===== config.mk =====
export PLATFORM = sky130hd
export DESIGN_NAME = ram8_seq
export DESIGN_NICKNAME = d
export VERILOG_FILES = /design/src/rtl/ram8_seq_pkg.sv /design/src/rtl/ram8_seq.sv
export SDC_FILE = /design/constraint.sdc
export NUM_CORES = 1
export LEC_CHECK = 0
export ABC_AREA = 1
export CORE_MARGIN = 2
export CORE_UTILIZATION = 26
export DETAILED_ROUTE_END_ITERATION = 10
export GPL_TIMING_DRIVEN = 0
export PLACE_DENSITY = 0.79
export SYNTH_ARGS = -nofsm -noshare
export SYNTH_HDL_FRONTEND = slang
export SYNTH_SLANG_ARGS = --single-unit

===== constraint.sdc =====
create_clock -name clk -period 1.5 [get_ports clk]
set_input_delay 0.15 -clock clk [delete_from_list [all_inputs] [get_ports clk]]
set_output_delay 0.15 -clock clk [all_outputs]
set_load 0.05 [all_outputs]

===== src/rtl/ram8_seq_pkg.sv =====
// Shared constants for the ram8 bulk fill/readback sequencer.
// State encoding is kept as plain localparams so older code can compare against raw values.
package ram8_seq_pkg;

  localparam logic [1:0] ST_IDLE = 2'd0;
  localparam logic [1:0] ST_FILL = 2'd1;
  localparam logic [1:0] ST_DUMP = 2'd2;

  localparam int DEFAULT_WIDTH = 16;
  localparam int DEFAULT_AW    = 3;
  localparam int DEFAULT_DEPTH = 8;

endpackage


===== src/rtl/ram8_seq.sv =====
// Bulk load / readback engine sitting directly upstream of ram8.
// FILL streams words into addresses 0..DEPTH-1; DUMP streams them back out.
module ram8_seq
  import ram8_seq_pkg::*;
#(
  parameter int WIDTH = DEFAULT_WIDTH,
  parameter int AW    = DEFAULT_AW,
  parameter int DEPTH = DEFAULT_DEPTH
) (
  input  logic             clk,
  input  logic             reset,
  input  logic             start_fill,
  input  logic             start_dump,
  input  logic [WIDTH-1:0] in_data,
  input  logic             in_valid,
  output logic             in_ready,
  output logic [WIDTH-1:0] dump_data,
  output logic             dump_valid,
  input  logic             dump_ready,
  output logic [WIDTH-1:0] ram_in,
  output logic [AW-1:0]    ram_addr,
  output logic             ram_load,
  input  logic [WIDTH-1:0] ram_out,
  output logic             busy,
  output logic             done
);

  localparam logic [AW-1:0] LAST_ADDR = AW'(DEPTH - 1);

  logic [1:0]    state;
  logic [AW-1:0] ptr;
  logic          at_last;

  assign at_last = (ptr == LAST_ADDR);

  // The terminal compare is the only wrap mechanism, so ptr never reaches
  // addresses at or above DEPTH even when DEPTH < 2**AW.
  always_ff @(posedge clk) begin
    if (reset) begin
      state <= ST_IDLE;
      ptr   <= '0;
      done  <= 1'b0;
    end else begin
      done <= 1'b0;
      case (state)
        ST_IDLE: begin
          if (start_fill) begin
            state <= ST_FILL;
            ptr   <= '0;
          end else if (start_dump) begin
            state <= ST_DUMP;
            ptr   <= '0;
          end
        end
        ST_FILL: begin
          if (in_valid) begin
            if (at_last) begin
              state <= ST_IDLE;
              ptr   <= '0;
              done  <= 1'b1;
            end else begin
              ptr <= ptr + AW'(1);
            end
          end
        end
        ST_DUMP: begin
          if (dump_ready) begin
            if (at_last) begin
              state <= ST_IDLE;
              ptr   <= '0;
              done  <= 1'b1;
            end else begin
              ptr <= ptr + AW'(1);
            end
          end
        end
        default: begin
          state <= ST_IDLE;
          ptr   <= '0;
        end
      endcase
    end
  end

  // ram_load ignores reset on purpose: a write presented while still in FILL lands.
  assign ram_addr   = ptr;
  assign ram_in     = in_data;
  assign ram_load   = (state == ST_FILL) & in_valid;
  assign in_ready   = (state == ST_FILL);
  assign dump_valid = (state == ST_DUMP);
  assign dump_data  = ram_out;
  assign busy       = (state != ST_IDLE);

endmodule


==> results of run 1 <==
==> layer usage <==
layer | share of wire, % | vias up | GRT usage (%)
li1 | - | 338 | -
met1 | 37 | 256 | 11.20
met2 | 42 | 50 | 13.01
met3 | 20 | 2 | 5.833
met4 | 0.28 | 0 | 2.500
met5 | 0 | - | 0
==> per-stage QoR <==
step / instance area, um2 / util (%) / TNS [ps]
finish: 1146 / 47.12 / 0
global route: 1146 / 47.12 / 0
CTS: 1155 / 47.48 / 0
detailed placement: 1141 / 46.91 / -466.3
global placement: 1141 / 46.91 / -432.7
floorplan: 653.1 / - / 0
==> area by class of cell <==
type | instances | area share [%]
Timing Repair Buffer | 45 | 37.66
Tap cell | 30 | 3.275
Clock buffer | 3 | 1.965
Inverter | 10 | 3.275
Buffer | 32 | 20.96
Sequential cell | 6 | 10.81
Multi-Input combinational cell | 42 | 22.05
==> cells in the final DEF, fill, tap and decap left out <==
cell | synthesis | final
nor3_1 | 1 | 1
clkbuf_4 | 0 | 3
a21oi_1 | 1 | 1
buf_4 | 32 | 32
ha_1 | 6 | 6
nand3_2 | 1 | 1
o21bai_2 | 1 | 1
clkbuf_2 | 0 | 1
clkdlybuf4s50_1 | 0 | 37
nand2_2 | 5 | 5
buf_2 | 0 | 2
nor2_2 | 4 | 4
nand3_1 | 1 | 1
dfxtp_2 | 0 | 3
nand2_1 | 11 | 11
dlygate4sd2_1 | 0 | 4
clkdlybuf4s15_2 | 0 | 1
o21ai_0 | 2 | 2
dfxtp_1 | 6 | 3
inv_2 | 1 | 1
nor2_1 | 9 | 9
inv_1 | 9 | 9
==> cells by family after synthesis <==
kind of cell    count (synthesis)
simple gates                   32
fa+ha+maj                       6
buf+inv                        42
flops                           6
compound gates                  4
==> path summary, 6_finish.rpt <==
| check | to | slack, ps | cells past startpoint |
|---|---|---|---|
| max | dump_valid | 120 | 3 |
| min | ram_addr[0]$_SDFFE_PP0P_ | 500 | 2 |
| max reg2reg | state[0]$_SDFFE_PP0P_ | 140 | 8 |
| min reg2reg | ram_addr[0]$_SDFFE_PP0P_ | 500 | 2 |
==> worst max-delay path, stage by stage, from the launching register on <==
cell and delay (ps):
dfxtp_2 330, inv_1 70, ha_1 200, clkdlybuf4s15_2 390
==> power by group through the flow <==
| stage | logic [mW] | registers, mW | clock network (mW) |
|---|---|---|---|
| 2_1_floorplan | 0.913 | 0.368 | 0 |
| 3_5_place_dp | 1.34 | 0.274 | 0 |
| 4_1_cts | 1.29 | 0.270 | 0.152 |
| 5_1_grt | 1.37 | 0.281 | 0.162 |
| 3_3_place_gp | 1.31 | 0.272 | 0 |
| 6_report | 1.27 | 0.272 | 0.140 |
==> repair_timing <==
| item | 4_1_cts | 5_1_grt |
|---|---|---|
| setup buffers | 0 | 0 |
| endpoints found under the setup margin | 8 | 3 |
| resized for setup | 16 | 5 |
==> state kept, by name, summed over array words and instances (netlist names) <==
register,count
state,2
done,1
ram_addr,3
==> qor.txt, run 1 <==
First-pass GRT wire length: 1925 um
P_sw: 0.9466 mW
Min Tclk post-route: 1376 ps
Net Sw Frac: 56.11%
Worst-Margin Slew: 503.7 ps
Max cap viols: 0
CTS tree: done
Post-Layout Cell Count: 168
Final HPWL DP: 1267 um
Reg-to-reg critical path startpoint: state[1]$_SDFFE_PP0P_
Critical path required time: 1350 ps
Placed cells: 165
Leakage: 0.5941 nW
Crit Path Max Fanout: 4
Post-DRT Antenna Nets: 0
F_max: 0.7266 GHz
Setup CP Type: register to output port
Post-synthesis net count: 134
Adder-cell share of the synthesized area: 11.54%
DIE HEIGHT: 54.03 um
CTS sink count: 6
Initial antenna violation count: 0
GRT Util Overall: 9.101%
Main combinational cell family by area after synthesis: buffers and inverters
Synth Area in Simple Gates: 23.27%
Avg WL per Cell: 8.577 um
Die area: 0.002919 mm2
Fin nets: 184
Setup crit start: state[0]$_SDFFE_PP0P_
Avg Inst Size Synth: 7.229 um2
Vias/cell: 3.845
Asr flop ratio synth: 0%
Core Box Area: 0.002432 mm2
Mapped Area: 650.6 um2
Post-synth top flop: dfxtp_1
Share of cells above drive strength 1: 39.13%
Diode count: 0
Pwr Density: 1472 mW/mm2
Hold Slack: 502.8 ps
Status: complete, no violations
Sequential Area: 123.9 um2
Worst min path class: register to register
Area Growth Syn to Fin: 76.15%
VDD IR max: 1.053 mV
Mapped Cells: 90
Commonest cells post-synth: buf_4 (32), nand2_1 (11), inv_1 (9), nor2_1 (9)
DRT iter0 DRCs: 3
Arr. time, crit path: 1230 ps
Internal power: 0.7404 mW
Post-synthesis mux area share: 0%
GRT Residual Overflow: 0
Max-Slew Margin vs Limit: 66.31%
Total design power: 1.687 mW
Routed via count: 646
CTS Hold Bufs: 0
PortBufs: 45
Register share of total power: 16.1%
Vias in the first global route: 468
Root buf cell: clkbuf_4
Initial Util: 26.75%
Setup WS post-layout: 123.7 ps
Post-Synth XOR/XNOR Area: 0%
Row cnt: 18
Hold Startpoint: ram_addr[0]$_SDFFE_PP0P_
Syn. warnings: 0
Clock Latency Late Sink: 240 ps
Post-Route Skew: 1.586 ps
Post-synthesis sequential area ratio: 18.46%
Logic pwr share: 75.6%
H-tree Lvls: 1
Reg clk slew, reported paths: 40 ps
Share of the synthesized area in the top cell type: 36.92%
Final Hold Fails: 0
DRC: 0
Pre-Repair DR Iteration Count: 4
Largest net degree at the start of global routing: 7
Place WS: -199.6 ps
RSZ-0062 raised after global routing: no
Multi-input gate area: 252.7 um2
Number of library cell types mapped by synthesis: 15
EDFF count, synth: 0
Max-slew violation count: 0
Placer Congestion: 0.7562
Die Span X: 54.03 um
Crit share post-route: 91.75%
# fillers: 234
Seq cells post-synth: 6
Clock power frac: 8.3%
Cell taking the most area after synthesis: buf_4
Endpoint type of the worst setup path: output port
Compound-Gate Fraction of Synth Area: 4.038%
Final setup fails: 0
Type of origin of the critical path: register
Largest cells by area after synthesis: buf_4 (37%), dfxtp_1 (18%), ha_1 (12%)
Io pins: 78
CTS buffer count: 3
CTS Buffer Depth: 2
Wirelength, routed: 1441 um
Most common cell in the netlist: buf_4
Note: power is estimated with default switching activity, not from simulation.
==> run 2: changes to the inputs <==
- CAP_MARGIN: unset -> 40
==> results of run 2 <==
The final DEF is identical to that of run 1; final timing and power are the same.
